<file path="src/rtl/equ_4_5_pkg.sv">
// Shared widths, constants and FSM state type for the gradient-normalisation stage.
package equ_4_5_pkg;

   localparam int unsigned GRAD_W = 16;
   localparam int unsigned OUT_W  = 8;
   localparam int unsigned SCALE  = (1 << OUT_W) - 1;
   localparam int unsigned ITER   = OUT_W;
   localparam int unsigned CNT_W  = $clog2(ITER);
   localparam int unsigned SUM_W  = GRAD_W + 1;
   localparam int unsigned NUM_W  = GRAD_W + OUT_W;

   typedef enum logic [1:0] {
      IDLE = 2'd0,
      CALC = 2'd1,
      DONE = 2'd2
   } state_e;

endpackage : equ_4_5_pkg

</file>
<file path="src/rtl/equ_4_5_scale_div.sv">
// Restoring divider step unit: resolves one quotient bit per step, MSB first.
//   clk, rst   : clock, async active-low reset
//   load_i     : capture numerator into remainder, clear quotient
//   step_i     : resolve quotient bit k_i
//   k_i        : bit position being resolved this step
//   num_i      : numerator (grad * 255)
//   div_i      : divisor (sum of both gradients)
//   quot_o     : quotient register
module scale_div
   import equ_4_5_pkg::*;
(
   input  logic              clk,
   input  logic              rst,
   input  logic              load_i,
   input  logic              step_i,
   input  logic [CNT_W-1:0]  k_i,
   input  logic [NUM_W-1:0]  num_i,
   input  logic [SUM_W-1:0]  div_i,
   output logic [OUT_W-1:0]  quot_o
);

   logic [NUM_W-1:0] rem_q, rem_d;
   logic [OUT_W-1:0] quot_q, quot_d;
   logic [NUM_W-1:0] shifted_c;
   logic             take_c;

   // div<<7 still fits NUM_W since the sum is at most 2^17-2.
   assign shifted_c = NUM_W'(div_i) << k_i;
   // A zero divisor never sets a bit, so 0/0 yields 0.
   assign take_c    = (div_i != '0) && (rem_q >= shifted_c);

   always_comb begin
      rem_d  = rem_q;
      quot_d = quot_q;
      if (load_i) begin
         rem_d  = num_i;
         quot_d = '0;
      end else if (step_i && take_c) begin
         rem_d       = rem_q - shifted_c;
         quot_d[k_i] = 1'b1;
      end
   end

   always_ff @(posedge clk or negedge rst) begin
      if (!rst) begin
         rem_q  <= '0;
         quot_q <= '0;
      end else begin
         rem_q  <= rem_d;
         quot_q <= quot_d;
      end
   end

   assign quot_o = quot_q;

endmodule : scale_div

</file>
<file path="src/rtl/equ_4_5.sv">
// Gradient normalisation: scaled = floor(255*grad/(grad_hs+grad_vs)) for both gradients.
//   clk, rst    : clock, async active-low reset
//   strat       : start request, sampled in IDLE
//   grad_hs/vs  : unsigned gradient sums
//   scaled_hs/vs: 8-bit weights, held between results
//   ready       : one-cycle pulse with each new result
module equ_4_5
   import equ_4_5_pkg::*;
(
   input  logic              clk,
   input  logic              rst,
   input  logic              strat,
   input  logic [GRAD_W-1:0] grad_hs,
   input  logic [GRAD_W-1:0] grad_vs,
   output logic [OUT_W-1:0]  scaled_hs,
   output logic [OUT_W-1:0]  scaled_vs,
   output logic              ready
);

   state_e             state_q, state_d;
   logic [CNT_W-1:0]   cnt_q, cnt_d;
   logic [SUM_W-1:0]   sum_q, sum_d;
   logic [OUT_W-1:0]   scaled_hs_q, scaled_hs_d;
   logic [OUT_W-1:0]   scaled_vs_q, scaled_vs_d;
   logic               ready_q, ready_d;
   logic               load_c, step_c;
   logic [CNT_W-1:0]   k_c;
   logic [NUM_W-1:0]   num_hs_c, num_vs_c;
   logic [OUT_W-1:0]   quot_hs_c, quot_vs_c;

   // Counter runs up; bit index runs down from MSB.
   assign k_c      = CNT_W'(ITER - 1) - cnt_q;
   assign num_hs_c = NUM_W'(grad_hs) * NUM_W'(SCALE);
   assign num_vs_c = NUM_W'(grad_vs) * NUM_W'(SCALE);

   // Next-state and control.
   always_comb begin
      state_d     = state_q;
      cnt_d       = cnt_q;
      sum_d       = sum_q;
      scaled_hs_d = scaled_hs_q;
      scaled_vs_d = scaled_vs_q;
      ready_d     = 1'b0;
      load_c      = 1'b0;
      step_c      = 1'b0;
      unique case (state_q)
         IDLE: begin
            if (strat) begin
               load_c  = 1'b1;
               sum_d   = SUM_W'(grad_hs) + SUM_W'(grad_vs);
               cnt_d   = '0;
               state_d = CALC;
            end
         end
         CALC: begin
            step_c = 1'b1;
            cnt_d  = cnt_q + CNT_W'(1);
            if (cnt_q == CNT_W'(ITER - 1)) begin
               state_d = DONE;
            end
         end
         DONE: begin
            scaled_hs_d = quot_hs_c;
            scaled_vs_d = quot_vs_c;
            ready_d     = 1'b1;
            state_d     = IDLE;
         end
         default: state_d = IDLE;
      endcase
   end

   always_ff @(posedge clk or negedge rst) begin
      if (!rst) begin
         state_q     <= IDLE;
         cnt_q       <= '0;
         sum_q       <= '0;
         scaled_hs_q <= '0;
         scaled_vs_q <= '0;
         ready_q     <= 1'b0;
      end else begin
         state_q     <= state_d;
         cnt_q       <= cnt_d;
         sum_q       <= sum_d;
         scaled_hs_q <= scaled_hs_d;
         scaled_vs_q <= scaled_vs_d;
         ready_q     <= ready_d;
      end
   end

   scale_div u_div_hs (
      .clk    (clk),
      .rst    (rst),
      .load_i (load_c),
      .step_i (step_c),
      .k_i    (k_c),
      .num_i  (num_hs_c),
      .div_i  (sum_q),
      .quot_o (quot_hs_c)
   );

   scale_div u_div_vs (
      .clk    (clk),
      .rst    (rst),
      .load_i (load_c),
      .step_i (step_c),
      .k_i    (k_c),
      .num_i  (num_vs_c),
      .div_i  (sum_q),
      .quot_o (quot_vs_c)
   );

   assign scaled_hs = scaled_hs_q;
   assign scaled_vs = scaled_vs_q;
   assign ready     = ready_q;

endmodule : equ_4_5

</file>
<file path="config.mk">
export PLATFORM = sky130hd
export DESIGN_NAME = equ_4_5
export DESIGN_NICKNAME = d
export VERILOG_FILES = /design/src/rtl/equ_4_5_pkg.sv /design/src/rtl/equ_4_5_scale_div.sv /design/src/rtl/equ_4_5.sv
export SDC_FILE = /design/constraint.sdc
export NUM_CORES = 1
export LEC_CHECK = 0
export ABC_AREA = 0
export CELL_PAD_IN_SITES_DETAIL_PLACEMENT = 1
export CELL_PAD_IN_SITES_GLOBAL_PLACEMENT = 2
export CORE_MARGIN = 2
export CORE_UTILIZATION = 37
export CTS_BUF_LIST = sky130_fd_sc_hd__clkbuf_4
export DETAILED_ROUTE_END_ITERATION = 7
export GPL_TIMING_DRIVEN = 0
export PLACE_DENSITY_LB_ADDON = 0.1
export SETUP_SLACK_MARGIN = 0.1
export SYNTH_ARGS = -nofsm -noshare
export SYNTH_HDL_FRONTEND = slang
export SYNTH_SLANG_ARGS = --single-unit
</file>
<file path="constraint.sdc">
create_clock -name clk -period 3.9 [get_ports clk]
set_input_delay 0.78 -clock clk [delete_from_list [all_inputs] [get_ports clk]]
set_output_delay 0.78 -clock clk [all_outputs]
set_load 0.05 [all_outputs]
</file>
# Word level (Yosys, flattened, before mapping)
# Index checks and enable logic that the tools add are counted.
# classes
add_sub_neg,5
n_mul,2
div_mod_pow,0
n_lt_le_gt_ge,4
n_eq_ne,5
n_shift,1
n_mux,19
n_bitwise,2
reduce_logical,13
# op_table
cell,n
24-bit two-way mux,4
24-bit >= comparator,2
16-bit by 8-bit multiplier with 24-bit output (second input constant),2
24-bit subtractor,2
8-bit two-way mux,4
17-bit by 3-bit left shift with 24-bit output,1
16-bit by 16-bit adder with 17-bit output,1
17-bit nonzero test,1
8-bit OR,2
3-bit case mux with 2 select lines,1
2-bit AND reduction,3
2-bit nonzero test,3
1-bit logical AND,5
1-bit two-way mux,5
3-bit by 4-bit less-than comparator with 1-bit output (second input constant),1
2-bit two-way mux,2
2-bit != test (second input constant),2
2-bit case mux with 2 select lines,1
3-bit by 1-bit adder with 3-bit output (second input constant),1
1-bit demux with 3-bit select,1
3-bit equality test (second input constant),1
3-bit by 1-bit >= comparator with 1-bit output (second input constant),1
3-bit two-way mux,1
3-bit subtractor (first input constant),1
other kinds (3),3
# totals
reg_bits,103
latchBits,0
ramBits,0
romBits,0
in_bits,35
out_inout_bits,17
word_cells,61
n_memories,0

# Logic depth before layout (Yosys ltp)
# logic_depth
ltp_word,8
mapped_depth,18
depth_no_buf,18

# Hierarchy
# From an unflattened synthesis, not the netlist that was laid out.
# hier_totals
hier_cells,1823
area_unflattened_um2,16011.6
# modules_own_cells
mod,instances,cells_each,area_per_inst_um2,seq_area_each_um2
equ_4_5,1,950,8737.1,975.9
scale_div (u_div_vs),1,436,3643.5,800.8
scale_div (u_div_hs),1,437,3631.0,800.8

# Least setup slack after synthesis
# No wires, ideal clock.
# synth_timing
path_type,input-to-reg
startpoint,in grad_vs[5]
endpoint,reg u_div_vs.rem_q[22]
setup_ps,126
arrival_time_ps,4969
required_time_ps,3774
slack_ps,-1195
path_stages,17
path_buffers,0
cell_sequence,inv_1 > fa_1 > inv_1 > fa_1 > fa_1 > inv_1 > fa_1 > inv_1 > ha_1 > a2111oi_2 > o21ai_1 > a41oi_2 > or2b_2 > a31oi_2 > a221oi_2 > xnor2_1 > a221o_1
# synth_via
elab_chain_cells,2
# synth_lines
item,line,text
from (decl),equ_4_5.sv:14,"input logic [GRAD_W-1:0] grad_vs,"
16-bit by 8-bit multiplier with 24-bit output,equ_4_5.sv:34,assign num_vs_c = NUM_W'(grad_vs) * NUM_W'(SCALE);
24-bit two-way mux,equ_4_5_scale_div.sv:35,if (load_i) begin
to (signal assigned),equ_4_5_scale_div.sv:49,rem_q <= rem_d;
to (decl),equ_4_5_scale_div.sv:22,"logic [NUM_W-1:0] rem_q, rem_d;"
# No other way between the ends.
# A chain may end at the register's enable or synchronous reset.

# Worst setup path after layout
# layout_timing
startpoint,in grad_vs[4]
endpoint,reg u_div_vs.rem_q[15]
# The elaborated chain is that of the path after synthesis.

==> run summary <==
Sequential area share after synthesis - 18.4%
Multi-input gate area - 11400 um^2
Area share of the largest cell type after synthesis - 20.5%
Worst Path Class, Setup - in2reg
Row cnt - 71
Total grt overflow - 0
Clock Tree Buf Depth - 2
Crit path time final - 4720 ps
RSZ-0062 raised after global routing - true
FF-to-FF Start - cnt_q[1]
H-tree lvl count - 3
Worst hold path type - in2async
DP Wirelength - 35600 um
EDFF count, synth - 0
Worst endpoint data arrival time - 5160 ps
Hold buffers post-CTS - 0
Vias post-DR - 11700
Register area - 2580 um^2
Post-synth net total - 1885
Post-synth top flop - dfrtp_1
R2r worst-path depth - 16
Global-route wire length before repair - 70500 um
Cell variety after synth - 75
FMAX - 212 MHz
Critical Path RT - 4340 ps
Synth top cells by count - 265 x inv_1, 154 x ha_1, 143 x fa_1
Die width - 198 um
Clock skew - 38.5 ps
# fillers - 4282
Most frequent cell after synthesis - inv_1
Finish-stage setup viols - 29
Layout cell share with drive strength beyond 1 - 25.7%
Netlist area before placement - 14000 um^2
Status - finished with violations
Synth warnings - 0
CTS root buf - clkbuf_4
Initial Utilization - 37.3%
Final worst path period share - 121%
Slew @ Worst Pin - 957 ps
Peak fanout along the critical path - 3
TritonCTS clock tree - yes
Area contributors post-synth - fa_1 20%, dfrtp_1 18%, ha_1 14%
Area Growth Syn to Fin - 27.1%
GPL Wtd Cong - 0.854
Total track usage - 23.4%
Synth Instances - 1553
Maxcap violations - 0
Critical path endpoint category - flop
Buffers on Ports - 51
Failing checks - negative setup slack
Yosys reg bits - 103
CTS buffer count - 9
Syn Area/Cell - 9.01 um^2
Vias per inst - 5.18
Setup TNS - -16990 ps
Detailed-route wire length - 45600 um
Largest net degree at the start of global routing - 66
Initial DRT Pass Iterations - 4
Top-Level Pins - 52
Antenna viol nets, final - 0
Vias in the first global route - 12300
Clk_lat worst skew - 540 ps
Ys async rst share - 100%
Area leader, netlist - fa_1
Die area - 39400 um^2
Core footprint - 37500 um^2
Worst setup SP type - input pin
Final nets - 2071
Die Span Y - 198 um
Final worst setup slack - -818 ps
WL per Instance - 20.2 um
Remaining DRCs - 0
Critical R2R Capture - u_div_hs.rem_q[23]
Max Slew Vio Count - 0
Initial antenna violation count - 1
Rel. slew slack - 36.2%
CTS clock-pin slew for the worst setup and hold paths - 180 ps
Reg2reg setup slack - -70 ps
Initial DRC Count - 477
Final Util - 47.4%
Final count of hold timing violations - 0
CTS Sinks - 103
[area by class of cell]
type | instances | share of cell area, %
timing repair buffer | 176 | 9.16
clock inverter | 7 | 0.317
antenna | 1 | 0.0141
multi-input combinational | 1140 | 64.3
sequential | 103 | 14.5
clock buffer | 9 | 0.380
buffer | 43 | 1.82
inverter | 266 | 5.87
tap | 511 | 3.60
[critical path, cell delays in order]
cell	delay [ps]
buf_8	80
clkinvlp_4	120
buf_6	140
fa_2	520
inv_2	60
fa_1	460
fa_1	490
inv_1	50
fa_1	490
inv_2	50
ha_4	260
buf_6	120
o21a_1	90
o21a_1	190
o32ai_4	180
buf_4	170
buf_6	100
o21bai_4	50
a21oi_2	140
o21bai_1	80
xor2_1	290
nand2_1	100
o21ai_1	110
[registers in the layout (all words and copies together), names as in the netlist]
signal	cells
u_div_hs.rem_q	24
u_div_vs.rem_q	24
sum_q	17
scaled_hs	8
scaled_vs	8
u_div_hs.quot_o	8
u_div_vs.quot_o	8
cnt_q	3
state_q	2
ready	1
[per-layer routing]
metal  track usage, %  vias up  part of all wire [%]
met5                0        -                     0
met3             1.88       46                   2.1
met4             6.80        0                   3.1
met2             38.1      158                    46
li1                 -     5618                     -
met1             33.5     5859                    49
[placed cells by master (no fill, tap or decap), types with 26 or more instances in the layout]
cell and n:
buf_6 46, nor2_1 95, inv_1 222, fa_1 132
nand2_1 75, xor2_1 26, a21o_1 41, buf_4 97
a21oi_1 103, xnor2_1 47, ha_1 123, inv_2 31
o21ai_0 46, dfrtp_1 102
[per-stage QoR]
| stage | cell area, um^2 | std cells | hold slack, ps | worst slack [ps] |
|---|---|---|---|---|
| finish | 17800 | 2256 | 203 | -818 |
| global route | 17800 | 2256 | 220 | -987 |
| CTS | 16600 | 2189 | 205 | -823 |
| detailed placement | 15500 | 2116 | 488 | -2260 |
| global placement | 15400 | 2115 | 477 | -2300 |
| floorplan | 14300 | 1553 | 459 | -1070 |
[cells by family after synthesis]
group           count (synthesis)  synth area share (%)
flops                         103                  18.4
xor+xnor                       82                  5.13
fa+ha+maj                     297                  34.2
buf+inv                       310                  8.56
simple gates                  305                  10.1
compound gates                388                  17.8
mux                            68                  5.77
[repair_timing]
item                       CTS  global route
setup endpoints to repair   64            64
pin swaps                   94           117
gates cloned                 1             2
gates resized for setup    328           170
setup buffers               57            68
[worst max-delay path by stage]
| stage | startpoint | endpoint | slack (ps) | cells after the start |
|---|---|---|---|---|
| floorplan | grad_vs[6] | u_div_vs.rem_q[22] | -1070 | 17 |
| CTS | grad_vs[4] | u_div_vs.rem_q[22] | -820 | 19 |
| detailed placement | grad_vs[5] | u_div_vs.rem_q[22] | -2260 | 18 |
| global placement | rst | u_div_vs.rem_q[8] | -2300 | 1 |
| finish | grad_vs[4] | u_div_vs.rem_q[15] | -820 | 23 |
| global route | grad_vs[5] | u_div_vs.rem_q[23] | -990 | 19 |
Power is left out: the tool's default activity adds up to more than one toggle a clock period on the data nets, which glitch-free logic cannot reach.
==> RTL change: new RTL, config.mk and constraints unchanged <==
Encoding of `state_e`: now one-hot (3 bits for 3 states).
--- a/src/rtl/equ_4_5_pkg.sv
+++ b/src/rtl/equ_4_5_pkg.sv
@@ -10,8 +10,8 @@
    localparam int unsigned NUM_W  = GRAD_W + OUT_W;
 
-   typedef enum logic [1:0] {
-      IDLE = 2'd0,
-      CALC = 2'd1,
-      DONE = 2'd2
+   typedef enum logic [2:0] {
+      IDLE = 3'b001,
+      CALC = 3'b010,
+      DONE = 3'b100
    } state_e;
 
Function: same outputs for any inputs over 10 cycles, from zero or initial values and one cycle with rst low; not proved beyond that.
==> RTL change against the original RTL <==
  * Design area down 1.0%
  * Setup slack worse by 260 ps
  * Hold slack better by 89 ps
  * Critical path type unchanged
  * Highest routed layer unchanged
  * Area after synthesis down 0.54%
  * Maximum frequency down 5.3%
  * Sequential cell count up 1
  * The run still ends with negative setup slack left
  * Critical path depth down 3
  * Critical endpoint is now u_div_hs.rem_q[20]$_DFFE_PN0P_
  * Wire length up 0.23%
Power is left out: the tool's default activity adds up to more than one toggle a clock period on the data nets, which glitch-free logic cannot reach.
==> RTL change: results (changes against the original RTL) <==
[run_status]
run_status = finished, violations left
violations = negative setup slack

[detailed_routing]
wl_per_cell_um = 21.1  ; +4.3%
firstDrtPassIters = 7  ; +3
totalWireLength_um = 45700  ; +0.23%
drt-met1-wl_um = 22700  ; +1.9%
routed-wl-met3_um = 946  ; +1.1%
met2_length_um = 21100  ; +1.1%

[logic_synthesis]
synth_commonest_cells = 263 x inv_1, 154 x ha_1, 143 x fa_1, 108 x a21oi_1, 103 x dfrtp_1
yosysSeqAreaShare_pct = 18.7  ; +0.29 points
synth_compound_area_share_pct = 17.5  ; -0.30 points
synth.distinct_cells = 81  ; +8.0%
synth_area_per_cell_um2 = 9.07  ; +0.63%

[grt]
grt_pass1_wl_um = 71000  ; +0.70%
gr-usage-met3_pct = 2.01  ; +0.13 points
grt_pass1_vias = 12300  ; -0.59%
met2_usage_pct = 38.2  ; about the same
grt_use_total_pct = 23.7  ; +0.27 points

[finish]
multi_input_area_share_pct = 65.2  ; +0.83 points
clock_buffers = 10  ; +1
area_share_nonclk_buffers_pct = 9.76  ; -1.2 points
num-nonclk-inverters = 264  ; -0.75%

[worst_setup_path]
arrival_ps = 5380  ; +220 ps
critical_path.startpoint = grad_hs[6]

[place]
place.gp.congestion = 0.886  ; +3.7%

[sta]
fin_skew_ps = 29.5  ; -9.01 ps
fin_ws_ps = -1080  ; -265 ps
finalSetupViolations = 28  ; -3.4%

-- RTL change: worst min-delay path by stage --
| stage | slack (ps) | cells past startpoint | end |
|---|---|---|---|
| after floorplan | 460 | 2 | u_div_hs.quot_o[3]$_DFFE_PN0P_ |
| final | 290 | 1 | u_div_hs.rem_q[5]$_DFFE_PN0P_ |
| after global routing | 340 | 1 | u_div_hs.rem_q[3]$_DFFE_PN0P_ |
| after detailed placement | 480 | 2 | u_div_hs.quot_o[7]$_DFFE_PN0P_ |
| after global placement | 470 | 2 | u_div_vs.quot_o[1]$_DFFE_PN0P_ |
| after CTS | 330 | 1 | u_div_hs.rem_q[2]$_DFFE_PN0P_ |
-- RTL change: timing repair --
action | in CTS | in global routing
setup buffers | 54 | 37
hold buffers | 0 | 0
setup endpoints to repair | 66 | 64
resized for setup | 312 | 175
gates cloned | 0 | 4
pin swaps | 77 | 63
-- RTL change: metrics by stage --
stage	area, um2	hold slack, ps	setup TNS, ps	setup slack (ps)
2_1_floorplan	14200	457	-20290	-1190
3_3_place_gp	15300	472	-324000	-2540
3_5_place_dp	15300	485	-93370	-2570
4_1_cts	16400	329	-16530	-1070
5_1_grt	17600	338	-22580	-1240
6_report	17600	292	-18330	-1080
-- RTL change: critical path: stages --
cell and delay [ps]:
buf_8 90, clkinvlp_4 120, fa_1 600, inv_2 50
fa_1 480, fa_1 510, inv_2 40, fa_1 490
inv_2 50, ha_4 250, a2111oi_4 360, o211a_1 240
nor2_2 70, o221a_2 320, o31ai_4 250, a21oi_2 90
o21ai_1 130, nand2b_1 100, xnor2_2 220, a22oi_1 130
